[src/rtl/rst_sequencer_pkg.sv]
// Shared constants and sizing helpers for the staged reset-release sequencer.
//  - XLEN             : width of the fault address bus feeding the SoC fault logger
//  - RST_CAUSE_*      : 8-bit reset cause codes; SEQ_TMO must stay distinct from POR/HW/SW
//  - cnt_width()      : width of a counter that must reach max(hold, tmo) without wrapping
//  - idx_width()      : width of a stage index, never narrower than 1 bit
package rst_sequencer_pkg;

  localparam int unsigned XLEN = 32;

  localparam logic [7:0] RST_CAUSE_POR     = 8'h01;
  localparam logic [7:0] RST_CAUSE_HW      = 8'h02;
  localparam logic [7:0] RST_CAUSE_SW      = 8'h03;
  localparam logic [7:0] RST_CAUSE_SEQ_TMO = 8'h04;

  function automatic int unsigned cnt_width(input int unsigned hold, input int unsigned tmo);
    int unsigned m;
    m = (hold > tmo) ? hold : tmo;
    return $clog2(m + 1);
  endfunction

  function automatic int unsigned idx_width(input int unsigned n);
    return (n > 1) ? $clog2(n) : 1;
  endfunction

endpackage

[src/rtl/rst_sequencer_rst_sync.sv]
// rst_sync: two-flop reset synchronizer, asynchronous assert / synchronous release.
// Ports:
//  clk         in  clock of the destination domain
//  arst_n      in  asynchronous active-low reset
//  sync_rst_n  out active-low reset, drops with arst_n, rises on the 2nd clk edge after arst_n rises
module rst_sync (
  input  logic clk,
  input  logic arst_n,
  output logic sync_rst_n
);

  logic meta_reg;

  always_ff @(posedge clk or negedge arst_n) begin
    if (!arst_n) begin
      meta_reg   <= 1'b0;
      sync_rst_n <= 1'b0;
    end else begin
      meta_reg   <= 1'b1;
      sync_rst_n <= meta_reg;
    end
  end

endmodule

[src/rtl/rst_sequencer.sv]
// rst_sequencer: releases per-stage resets one at a time in index order once the
// upstream reset is released. Each release waits HOLD_CYC cycles after the previous
// event, then the released stage must report ready within TMO_CYC cycles or a
// single-cycle fault pulse is raised for the upstream reset controller.
// Ports:
//  clk             in   system clock
//  rst_ib          in   asynchronous active-low reset (async assert, sync release inside)
//  stage_rdy       in   [STAGES] per-stage ready, synchronous to clk
//  rst_ob          out  [STAGES] active-low per-stage resets, released in order
//  done            out  all stages released and ready
//  seq_fault       out  one-cycle timeout pulse
//  seq_fault_cause out  [8] RST_CAUSE_SEQ_TMO during the pulse, else 0
//  seq_fault_addr  out  [XLEN] index of the timed-out stage during the pulse, else 0
module rst_sequencer
  import rst_sequencer_pkg::*;
#(
  parameter int unsigned       STAGES   = 4,
  parameter int unsigned       HOLD_CYC = 16,
  parameter int unsigned       TMO_CYC  = 1024,
  parameter logic [STAGES-1:0] RDY_MASK = '0
) (
  input  logic              clk,
  input  logic              rst_ib,
  input  logic [STAGES-1:0] stage_rdy,
  output logic [STAGES-1:0] rst_ob,
  output logic              done,
  output logic              seq_fault,
  output logic [7:0]        seq_fault_cause,
  output logic [XLEN-1:0]   seq_fault_addr
);

  localparam int unsigned CNT_W = cnt_width(HOLD_CYC, TMO_CYC);
  localparam int unsigned IDX_W = idx_width(STAGES);

  localparam logic [CNT_W-1:0] HOLD_LAST  = CNT_W'(HOLD_CYC - 1);
  localparam logic [CNT_W-1:0] TMO_LAST   = CNT_W'(TMO_CYC - 1);
  localparam logic [IDX_W-1:0] LAST_STAGE = IDX_W'(STAGES - 1);

  // The release of a stage happens on the HOLD exit edge, so there is no
  // separate release state to occupy.
  typedef enum logic [2:0] {
    ST_SYNC  = 3'd0,
    ST_HOLD  = 3'd1,
    ST_WAIT  = 3'd2,
    ST_DONE  = 3'd3,
    ST_FAULT = 3'd4
  } state_t;

  state_t           state_reg;
  logic [CNT_W-1:0] cnt_reg;
  logic [IDX_W-1:0] idx_reg;
  logic             sync_rst_n;
  logic             rdy_k;

  rst_sync u_rst_sync (
    .clk        (clk),
    .arst_n     (rst_ib),
    .sync_rst_n (sync_rst_n)
  );

  // Masked stages count as ready on the first WAIT edge.
  assign rdy_k = stage_rdy[idx_reg] | RDY_MASK[idx_reg];

  always_ff @(posedge clk or negedge rst_ib) begin
    if (!rst_ib) begin
      state_reg       <= ST_SYNC;
      cnt_reg         <= '0;
      idx_reg         <= '0;
      rst_ob          <= '0;
      done            <= 1'b0;
      seq_fault       <= 1'b0;
      seq_fault_cause <= '0;
      seq_fault_addr  <= '0;
    end else begin
      // Fault outputs are pulses: anything that does not re-assert them clears them.
      seq_fault       <= 1'b0;
      seq_fault_cause <= '0;
      seq_fault_addr  <= '0;
      case (state_reg)
        ST_SYNC: begin
          // The synchronizer output rose one edge ago; that edge already counts
          // as the first hold cycle, so stage 0 is released HOLD_CYC edges after it.
          if (sync_rst_n) begin
            idx_reg <= '0;
            if (HOLD_CYC == 1) begin
              rst_ob[0] <= 1'b1;
              cnt_reg   <= '0;
              state_reg <= ST_WAIT;
            end else begin
              cnt_reg   <= CNT_W'(1);
              state_reg <= ST_HOLD;
            end
          end
        end
        ST_HOLD: begin
          if (cnt_reg == HOLD_LAST) begin
            rst_ob[idx_reg] <= 1'b1;
            cnt_reg         <= '0;
            state_reg       <= ST_WAIT;
          end else begin
            cnt_reg <= cnt_reg + 1'b1;
          end
        end
        ST_WAIT: begin
          if (rdy_k) begin
            cnt_reg <= '0;
            if (idx_reg == LAST_STAGE) begin
              done      <= 1'b1;
              state_reg <= ST_DONE;
            end else begin
              idx_reg   <= idx_reg + 1'b1;
              state_reg <= ST_HOLD;
            end
          end else if (cnt_reg == TMO_LAST) begin
            seq_fault       <= 1'b1;
            seq_fault_cause <= RST_CAUSE_SEQ_TMO;
            seq_fault_addr  <= XLEN'(idx_reg);
            state_reg       <= ST_FAULT;
          end else begin
            cnt_reg <= cnt_reg + 1'b1;
          end
        end
        // Both are terminal until rst_ib asserts; rst_ob keeps its value.
        ST_DONE:  state_reg <= ST_DONE;
        ST_FAULT: state_reg <= ST_FAULT;
        default:  state_reg <= ST_SYNC;
      endcase
    end
  end

endmodule

[config.mk]
export PLATFORM = sky130hd
export DESIGN_NAME = rst_sequencer
export DESIGN_NICKNAME = d
export VERILOG_FILES = /design/src/rtl/rst_sequencer_pkg.sv /design/src/rtl/rst_sequencer_rst_sync.sv /design/src/rtl/rst_sequencer.sv
export SDC_FILE = /design/constraint.sdc
export NUM_CORES = 1
export LEC_CHECK = 0
export BUFFER_PORTS_ARGS = -buffer_cell sky130_fd_sc_hd__buf_4
export CORE_UTILIZATION = 30
export CTS_CLUSTER_DIAMETER = 100
export DETAILED_ROUTE_END_ITERATION = 10
export SETUP_SLACK_MARGIN = 0.1
export SKIP_CTS_REPAIR_TIMING = 1
export SLEW_MARGIN = 40
export SYNTH_ARGS = -nofsm -noshare
export SYNTH_HDL_FRONTEND = slang
export SYNTH_SLANG_ARGS = --single-unit
[constraint.sdc]
create_clock -name clk -period 2.5 [get_ports clk]
set_input_delay 0.125 -clock clk [delete_from_list [all_inputs] [get_ports clk]]
set_output_delay 0.125 -clock clk [all_outputs]
set_load 0.1 [all_outputs]
Word level (Yosys, flattened, before mapping). Cells that the tools add are included.

Bits in registers: 64. Input port bits: 6. Output and inout port bits: 46. Word-level logic and storage cells: 68.

$add $sub $neg: 2. Magnitude comparators: 2. Equal/unequal tests: 13. Multiplexer cells: 30. Bitwise operators: 2. Reductions and logical operators: 9.

Operators with widths (count): 2-to-1 mux 11 bit (4); case mux 11 bit (3 select lines) (1); 2-to-1 mux 3 bit (7); case mux 3 bit (5 select lines) (1); 2-to-1 mux 2 bit (7); adder 11 x 1 -> 11 bit, second input constant (1); equality test 11 x 10 -> 1 bit, second input constant (1); equality test 11 x 4 -> 1 bit, second input constant (1); AND reduction 3 bit (3); equality test 3 x 2 -> 1 bit, second input constant (2); 2-to-1 mux 1 bit (6); != test 2 bit, second input constant (3); != test 3 bit, second input constant (2); binary-select mux 1 bit (select 2 bit) (2); bitwise OR 4 bit (1); case mux 2 bit (2 select lines) (1); AND reduction 4 bit (1); equality test 3 x 1 -> 1 bit, second input constant (1); equality test 3 bit, second input constant (1); logical NOT 3 bit (1); < comparator 2 x 3 -> 1 bit, second input constant (1); nonzero test 3 bit (1); adder 2 x 1 -> 2 bit, second input constant (1); demux 1 bit (select 2 bit) (1); 7 further kinds (7).

Depth between registers and ports, before layout. Gate-level depths: netlist of the first run.

Word-level depth: 5. Depth in mapped cells: 7. Gate-level depth less buffers: 6.

Cells and area by module. Synthesis of the first run repeated with hierarchy kept, for this count alone.

Cell total of the unflattened synthesis: 167. Area total of the unflattened synthesis: 1612.8 um2.

By module, submodules not included: rst_sequencer (instances 1, cells each 164, area an instance 1559.0 um2, seq. area each 600.6 um2); rst_sync (instances 1, cells each 3, area an instance 53.8 um2, seq. area each 50.0 um2).

Least setup slack after synthesis of the first run. OpenSTA, ideal clock, no wires.

Kind: reg2reg. From: reg cnt_reg[0]. To: reg cnt_reg[2]. Arrival time: 1.843 ns. Data required time: 2.433 ns. Path slack: 0.591 ns. Stages on the path, launching flop included: 7. Buffers on the path: 0. Clock period less this slack: 1.909 ns. Path through: dfrtp_1 > ha_1 > and3_1 > and4b_1 > o32a_1 > nor3_2 > a22o_1.

Longest elaborated chain between the ends: 4. Elaborated cells on any way between the ends: 9. Classes of those cells: add/sub: 1; eq/ne: 3; mux: 4; reduce/logical: 1.

RTL lines: start: declaration (RTL line rst_sequencer.sv:50) `logic [CNT_W-1:0] cnt_reg;`; start signal: assignment (RTL line rst_sequencer.sv:101) `cnt_reg <= cnt_reg + 1'b1;`; start signal: assignment (RTL line rst_sequencer.sv:120) `cnt_reg <= cnt_reg + 1'b1;`; adder 11 x 1 -> 11 bit (RTL line rst_sequencer.sv:101, rst_sequencer.sv:120); 2-to-1 mux 11 bit (RTL line rst_sequencer.sv:114) `end else if (cnt_reg == TMO_LAST) begin`; 2-to-1 mux 11 bit (RTL line rst_sequencer.sv:105) `if (rdy_k) begin`; case mux 11 bit (3 select lines) (RTL line rst_sequencer.sv:79) `case (state_reg)`.

Parallel ways exist; a longest one is shown, timed or not. The select of a mux whose other input is x is not followed. A chain may end at the register's enable or synchronous reset.

Worst setup path in the final report of the first run.
From: reg cnt_reg[0]. To: reg cnt_reg[10].

Same word-level chain as after synthesis.

==> results.sh, run 1 <==
export IMPL_cts_buffer_depth=2
export IMPL_dr_wl_met3_um=95
export IMPL_clk_latency_ps=280
export IMPL_antenna_found_initial=0
export IMPL_worst_slew_pin_slew_ps=579
export IMPL_ys_warn_count=0
export IMPL_vias_per_cell=4.36
export IMPL_wl_met1_um=1430
export IMPL_root_buffer="clkbuf_8"
export IMPL_fin_crit_sh=0.898
export IMPL_grt_overflow_total=0
export IMPL_synth_seq_cells=26
export IMPL_largest_reg_flops=11
export IMPL_mostFrequentLayoutCell="conb_1"
export IMPL_ys_flop_type="dfrtp_1"
export IMPL_power_mw=1.14
export IMPL_clkSinkCount=26
export IMPL_regToRegEndpoint="cnt_reg[10]"
export IMPL_async_flop_share=1.00
export IMPL_cp_start_kind="register"
export IMPL_track_usage=0.104
export IMPL_diodes=0
export IMPL_yosysSeqAreaShare=0.384
export IMPL_setup_viol=0
export IMPL_top_layer_used="met4"
export IMPL_io_buffer_count=14
export IMPL_required_ps=2720
export IMPL_multi_input_area_sq_um=840
export IMPL_synthCells=178
export IMPL_drt_total_wl_um=2900
export IMPL_worst_setup_path_type="reg -> reg"
export IMPL_fin_nets=203
export IMPL_rows=27
export IMPL_cts_tree="yes"
export IMPL_netlist_area_sq_um=1700
export IMPL_n_fill_cell=574
export IMPL_io_pins=52
export IMPL_final_hold_viol_count=0
export IMPL_synth_edf_count=0
export IMPL_drtAntennaViolNets=0
export IMPL_avgSynthCellArea_sq_um=9.52
export IMPL_core_area_sq_um=5470
export IMPL_r2r_start="cnt_reg[0]"
export IMPL_seq_area_sq_um=651
export IMPL_ir_worst_vdd_mv=0.176
export IMPL_drive_gt1_frac=0.147
export IMPL_critPathArrivalTime_ps=2460
export IMPL_drtIter0Drc=91
export IMPL_drv_slew=0
export IMPL_grt_start_max_net_pins=27
export IMPL_routabilityCongestion=0.800
export IMPL_post_place_ws_ps=288
export IMPL_cts_buffers=3
export IMPL_die_area_sq_um=5960
export IMPL_critPathMaxFanout=11
export IMPL_die_w_um=77.2
export IMPL_final_cell_mix="conb_1, dfrtp_1, buf_4"
export IMPL_htree_levels=1
export IMPL_grt_pass1_wl_um=4860
export IMPL_start_util=0.310
export IMPL_fin_crit_ps=2250
export IMPL_rsz0062_at_grt="false"
export IMPL_p_leak_nw=0.937
export IMPL_cts_reportedPaths_clkPinSlew_ps=90
export IMPL_maxCapViolCount=0
export IMPL_reg2reg_depth=7
export IMPL_slew_headroom=0.613
export IMPL_drtPass1Iterations=4
export IMPL_layout_cells_non_filler=263
export IMPL_timing_fmax_ghz=0.445
export IMPL_r2r_slack_ps=250
export IMPL_vias=1147
export IMPL_finClkSkew_ps=7.00
export IMPL_status="finished clean"
export IMPL_dp_hpwl_um=2070
export IMPL_final_setup_tns_ps=0
export IMPL_drc_errors=0
export IMPL_grt_pass1_vias=1055
export IMPL_dp_cells=258
export IMPL_area_growth_pct=6.42
export IMPL_ys_types=43
export IMPL_cp_end_kind="register"
export IMPL_hp_class="in -> async"
export IMPL_wl_met2_um=1300
export IMPL_p_per_area_nw_per_um2=634
export IMPL_die_h_um=77.2
export IMPL_setup_ws_ps=255
export IMPL_wl_per_cell_um=11.0
==> worst max-delay path, stage by stage, from the launching register on <==
cell     delay, ps
dfrtp_1        420
ha_1           250
and3_1         190
and4b_1        230
o32a_1         500
nor3_2         240
buf_4          200
a22o_1         140
==> kinds of logic (layout without fill, tap and decap cells) <==
kind of cell               after synthesis  after routing  synth area share
buffers and inverters                   50             27             0.201
DFF                                     26             26             0.384
adders and majority gates                5              5            0.0369
AOI/OAI and AO/OA                       41             41             0.178
other                                    2             38           0.00443
and+or+nand+nor                         50             50             0.165
muxes                                    4              4            0.0317
==> power breakdown <==
part,switching (mW),internal (mW),leakage [nW],total (mW)
Sequential,0.0275,0.445,0.333,0.472
Clock,0.138,0.215,0.0357,0.352
Combinational,0.277,0.0422,0.569,0.319
Total,0.442,0.701,0.937,1.14
==> per-layer routing <==
metal	GRT usage	vias to the layer above
li1	-	571
met1	0.136	537
met2	0.165	34
met3	0.00714	5
met4	0.0623	0
met5	0	-
==> metrics by stage <==
step,hold WS (ps),util,cell area [sq um]
3_5_place_dp,60.2,0.315,1720
5_1_grt,306,0.330,1800
2_1_floorplan,-171,-,1830
4_1_cts,-252,0.328,1790
3_3_place_gp,55.0,0.315,1720
6_report,285,0.330,1800
==> synthesized netlist by cell type, types with 4 or more instances <==
cell	number	area share
ha_1	5	0.037
nor4_1	4	0.015
nor2b_1	5	0.018
dfrtp_1	26	0.38
nor2_1	10	0.022
a22o_1	9	0.046
nand2_1	9	0.020
inv_1	6	0.013
a21o_1	5	0.022
o21ai_1	8	0.024
buf_4	38	0.17
and3_1	4	0.015
a21oi_1	5	0.015
==> how the worst max path moves through the flow <==
stage | startpoint | endpoint | slack (ps)
after global placement | cnt_reg[0] | cnt_reg[10] | 310
final | cnt_reg[0] | cnt_reg[10] | 250
after global routing | cnt_reg[0] | cnt_reg[2] | 140
after floorplan | cnt_reg[0] | cnt_reg[2] | 590
after detailed placement | cnt_reg[0] | cnt_reg[10] | 290
after CTS | cnt_reg[0] | cnt_reg[10] | 250
==> layout make-up <==
| cell class | count | area share |
|---|---|---|
| multi-input combinational | 138 | 0.465 |
| sequential | 26 | 0.361 |
| timing repair buffer | 17 | 0.0721 |
| tap | 72 | 0.0499 |
| clock buffer | 3 | 0.0229 |
| clock inverter | 1 | 0.0166 |
| inverter | 6 | 0.0125 |
No activity file was read; power rests on OpenSTA's default activity.
==> inputs of run 2 (changes only) <==
--- a/config.mk
+++ b/config.mk
@@ -6,9 +6,11 @@
 export NUM_CORES = 1
 export LEC_CHECK = 0
 export BUFFER_PORTS_ARGS = -buffer_cell sky130_fd_sc_hd__buf_4
+export CORE_MARGIN = 5
 export CORE_UTILIZATION = 30
 export CTS_CLUSTER_DIAMETER = 100
 export DETAILED_ROUTE_END_ITERATION = 10
+export PLACE_DENSITY_LB_ADDON = 0.12
 export SETUP_SLACK_MARGIN = 0.1
 export SKIP_CTS_REPAIR_TIMING = 1
 export SLEW_MARGIN = 40
==> results.sh, run 2 (synthesis gave the netlist of run 1 again) <==
export IMPL_multi_input_area_sq_um=840
export IMPL_rows=27
export IMPL_track_usage=0.0901
export IMPL_critPathMaxFanout=6
export IMPL_rsz0062_at_grt="false"
export IMPL_htree_levels=1
export IMPL_whs_ps=292
export IMPL_final_hold_viol_count=0
export IMPL_drtAntennaViolNets=0
export IMPL_regToRegEndpoint="cnt_reg[10]"
export IMPL_cp_end_kind="register"
export IMPL_r2r_slack_ps=380
export IMPL_grt_pass1_vias=1118
export IMPL_fin_nets=204
export IMPL_antenna_found_initial=0
export IMPL_drtPass1Iterations=4
export IMPL_power_mw=1.07
export IMPL_p_per_area_nw_per_um2=596
export IMPL_seq_area_sq_um=651
export IMPL_hp_class="in -> async"
export IMPL_reg2reg_depth=7
export IMPL_core_area_sq_um=5510
export IMPL_dp_hpwl_um=2500
export IMPL_critPathArrivalTime_ps=2330
export IMPL_setup_viol=0
export IMPL_die_area_sq_um=7250
export IMPL_root_buffer="clkbuf_8"
export IMPL_utilization=0.326
export IMPL_worst_slew_pin_slew_ps=599
export IMPL_status="finished clean"
export IMPL_worst_setup_path_type="reg -> reg"
export IMPL_vias=1167
export IMPL_timing_fmax_ghz=0.472
export IMPL_clkSinkCount=26
export IMPL_drt_total_wl_um=3240
export IMPL_clk_latency_ps=270
export IMPL_crit_path_cell_trace="ha_1 > and3_1 > and4b_1 > o32a_1 > nor3_2 > buf_4 > a22o_1"
export IMPL_routabilityCongestion=0.747
export IMPL_cts_buffers=3
export IMPL_maxCapViolCount=0
export IMPL_p_leak_nw=0.936
export IMPL_grt_pass1_wl_um=5350
export IMPL_ir_worst_vdd_mv=0.168
export IMPL_cts_reportedPaths_clkPinSlew_ps=90
export IMPL_drive_gt1_frac=0.151
export IMPL_io_buffer_count=14
export IMPL_cp_start_kind="register"
export IMPL_max_stage_delay_ps=430
export IMPL_final_setup_tns_ps=0
export IMPL_mostFrequentLayoutCell="conb_1"
export IMPL_die_h_um=85.2
export IMPL_drtIter0Drc=88
export IMPL_io_pins=52
export IMPL_drv_slew=0
export IMPL_area_growth_pct=5.90
export IMPL_cts_tree="yes"
export IMPL_required_ps=2710
export IMPL_grt_start_max_net_pins=27
export IMPL_fin_crit_ps=2120
export IMPL_diodes=0
export IMPL_wl_per_cell_um=12.3
export IMPL_cts_buffer_depth=2
export IMPL_final_cell_mix="conb_1, dfrtp_1, buf_4"
export IMPL_fin_crit_sh=0.848
export IMPL_largest_reg_flops=11
export IMPL_cpMaxStageDelayCell="dfrtp_1"
export IMPL_drc_errors=0
export IMPL_grt_overflow_total=0
export IMPL_vias_per_cell=4.42
export IMPL_n_fill_cell=579
export IMPL_start_util=0.308
export IMPL_r2r_start="cnt_reg[0]"
export IMPL_die_w_um=85.2
export IMPL_finClkSkew_ps=2.20
export IMPL_slew_headroom=0.600
==> run 2: through the flow <==
stage | setup slack, ps | std cells | area (sq um)
CTS | 357 | 263 | 1790
finish | 380 | 264 | 1800
floorplan | 591 | 214 | 1830
detailed placement | 374 | 259 | 1730
global placement | 427 | 259 | 1730
global route | 247 | 264 | 1800
==> run 2: how the worst max path moves through the flow <==
stage / start / end / slack (ps)
3_3_place_gp: cnt_reg[0] / cnt_reg[4] / 430
4_1_cts: cnt_reg[0] / cnt_reg[4] / 360
3_5_place_dp: cnt_reg[0] / cnt_reg[10] / 370
6_report: cnt_reg[0] / cnt_reg[10] / 380
5_1_grt: cnt_reg[0] / cnt_reg[4] / 250
2_1_floorplan: cnt_reg[0] / cnt_reg[2] / 590
==> run 2: final cells by class <==
| type | instances | area share |
|---|---|---|
| tap | 72 | 0.0502 |
| clock buffer | 4 | 0.0307 |
| timing repair buffer | 18 | 0.0767 |
| sequential | 26 | 0.362 |
| inverter | 6 | 0.0125 |
| multi-input combinational | 138 | 0.468 |
==> run 2: power breakdown <==
part	leakage [nW]	internal [mW]	switching (mW)	total [mW]
combinational	0.574	0.0424	0.279	0.322
sequential	0.333	0.445	0.0289	0.474
clock	0.0288	0.141	0.133	0.274
total	0.936	0.628	0.441	1.07
==> run 2: per-layer routing <==
metal	track usage	up-vias	wire length, um
met4	0.0388	0	0
met1	0.115	555	1440
met2	0.151	40	1610
met5	0	-	0
met3	0.0117	0	181
li1	-	572	-
==> run 2: critical path, delay by kind of cell (launching register included) <==
family	cells	cell delay [ps]
adders and majority gates	1	260
and+or+nand+nor	3	650
DFF	1	430
buffers and inverters	1	210
AOI/OAI and AO/OA	2	500
==> inputs of run 3 (changes only) <==
==> constraint.sdc (replaced) <==
create_clock -name clk -period 1.9 [get_ports clk]
set_input_delay 0.095 -clock clk [delete_from_list [all_inputs] [get_ports clk]]
set_output_delay 0.095 -clock clk [all_outputs]
set_load 0.1 [all_outputs]
==> results.sh, run 3 (synthesis gave the netlist of run 1 again) <==
export IMPL_post_place_ws_ps=-29.7
export IMPL_design_area_sq_um=2040
export IMPL_cp_endpoint="cnt_reg[10]"
export IMPL_wl_per_cell_um=12.4
export IMPL_drv_slew=0
export IMPL_htree_levels=1
export IMPL_fin_crit_sh=1.03
export IMPL_clk_latency_ps=270
export IMPL_r2r_start="cnt_reg[1]"
export IMPL_diodes=0
export IMPL_worst_setup_path_type="reg -> reg"
export IMPL_maxCapViolCount=0
export IMPL_cp_end_kind="register"
export IMPL_routabilityCongestion=0.839
export IMPL_utilization=0.371
export IMPL_die_w_um=85.2
export IMPL_drtAntennaViolNets=0
export IMPL_startpoint="cnt_reg[1]"
export IMPL_setup_viol=10
export IMPL_timing_fmax_ghz=0.511
export IMPL_drt_total_wl_um=3580
export IMPL_p_per_area_nw_per_um2=720
export IMPL_drc_errors=0
export IMPL_ir_worst_vdd_mv=0.245
export IMPL_die_area_sq_um=7250
export IMPL_regToRegEndpoint="cnt_reg[10]"
export IMPL_die_h_um=85.2
export IMPL_critPathArrivalTime_ps=2170
export IMPL_reg2reg_depth=7
export IMPL_largest_reg_flops=11
export IMPL_drtIter0Drc=83
export IMPL_dp_hpwl_um=2780
export IMPL_fin_crit_ps=1960
export IMPL_cts_buffers=3
export IMPL_critPathMaxFanout=5
export IMPL_required_ps=2120
export IMPL_antenna_found_initial=0
export IMPL_hp_class="in -> async"
export IMPL_clkSinkCount=26
export IMPL_root_buffer="clkbuf_8"
export IMPL_cts_tree="yes"
export IMPL_start_util=0.308
export IMPL_cts_reportedPaths_clkPinSlew_ps=90
export IMPL_violations="negative setup slack"
export IMPL_dp_cells=280
export IMPL_drtPass1Iterations=4
export IMPL_fin_nets=229
export IMPL_grt_pass1_vias=1304
export IMPL_finClkSkew_ps=4.77
export IMPL_final_cell_mix="buf_4, conb_1, dfrtp_1"
export IMPL_mostFrequentLayoutCell="buf_4"
export IMPL_io_buffer_count=14
export IMPL_n_fill_cell=553
export IMPL_rsz0062_at_grt="true"
export IMPL_cts_buffer_depth=2
export IMPL_dpl_cell_area_sq_um=1900
export IMPL_status="finished with violations"
export IMPL_track_usage=0.102
export IMPL_r2r_slack_ps=-60
export IMPL_setup_ws_ps=-55.9
export IMPL_grt_start_max_net_pins=27
export IMPL_cp_start_kind="register"
export IMPL_rows=27
export IMPL_grt_overflow_total=0
export IMPL_final_hold_viol_count=0
export IMPL_area_growth_pct=20.5
export IMPL_vias_per_cell=4.41
export IMPL_layout_cells_non_filler=289
export IMPL_core_area_sq_um=5510
export IMPL_p_leak_nw=1.07
export IMPL_io_pins=52
export IMPL_grt_pass1_wl_um=6140
export IMPL_vias=1274
export IMPL_drive_gt1_frac=0.272
-- run 3: cell count changes in the layout (fill, tap and decap cells not counted), sizes merged --
cell  delta
buf     +25
-- run 3: worst min path at each step --
stage	from	to	slack, ps	depth (start not counted)
detailed placement	rst_ib	cnt_reg[6]	30	1
CTS	rst_ib	cnt_reg[4]	-280	1
global placement	rst_ib	cnt_reg[6]	30	1
finish	rst_ib	cnt_reg[5]	260	2
global route	rst_ib	cnt_reg[5]	300	2
floorplan	rst_ib	cnt_reg[0]	-200	0
-- run 3: per-layer routing --
layer  routed length [um]  vias to the layer above  global-route usage  part of all wire
li1                     -                      628                   -                 -
met1                 1650                      598               0.135              0.46
met2                 1660                       44               0.163              0.46
met3                  222                        4              0.0165             0.062
met4                   47                        0              0.0460             0.013
met5                    0                        -                   0                 0
-- run 3: layout make-up --
cell class | instances | area, sq um | share of cell area
Multi-Input combinational cell | 138 | 888 | 0.435
Clock buffer | 4 | 55.1 | 0.0269
Sequential cell | 26 | 651 | 0.318
Tap cell | 72 | 90.1 | 0.0441
Inverter | 6 | 22.5 | 0.0110
Timing Repair Buffer | 43 | 337 | 0.165
-- run 3: stage by stage --
stage / total power [mW] / hold slack, ps / setup TNS [ps]
final: 1.47 / 263 / -411
after global routing: 1.53 / 297 / -1140
after CTS: 1.45 / -276 / -117
after detailed placement: 1.08 / 28.9 / -36.2
after global placement: 1.07 / 32.2 / -54.8
after floorplan: 1.08 / -201 / 0
-- run 3: critical path, stage by stage (launching register included) --
cell and delay (ps):
dfrtp_1 420, ha_4 180, and3_4 140, and4b_1 190, o32a_1 440, nor3_4 240
buf_6 150, a22o_1 130
-- run 3: power breakdown --
group          internal (mW)  switching, mW  total, mW  leakage [nW]
Sequential             0.585         0.0350      0.620         0.333
Combinational         0.0933          0.388      0.481         0.707
Clock                  0.186          0.184      0.370        0.0288
Total                  0.864          0.607       1.47          1.07
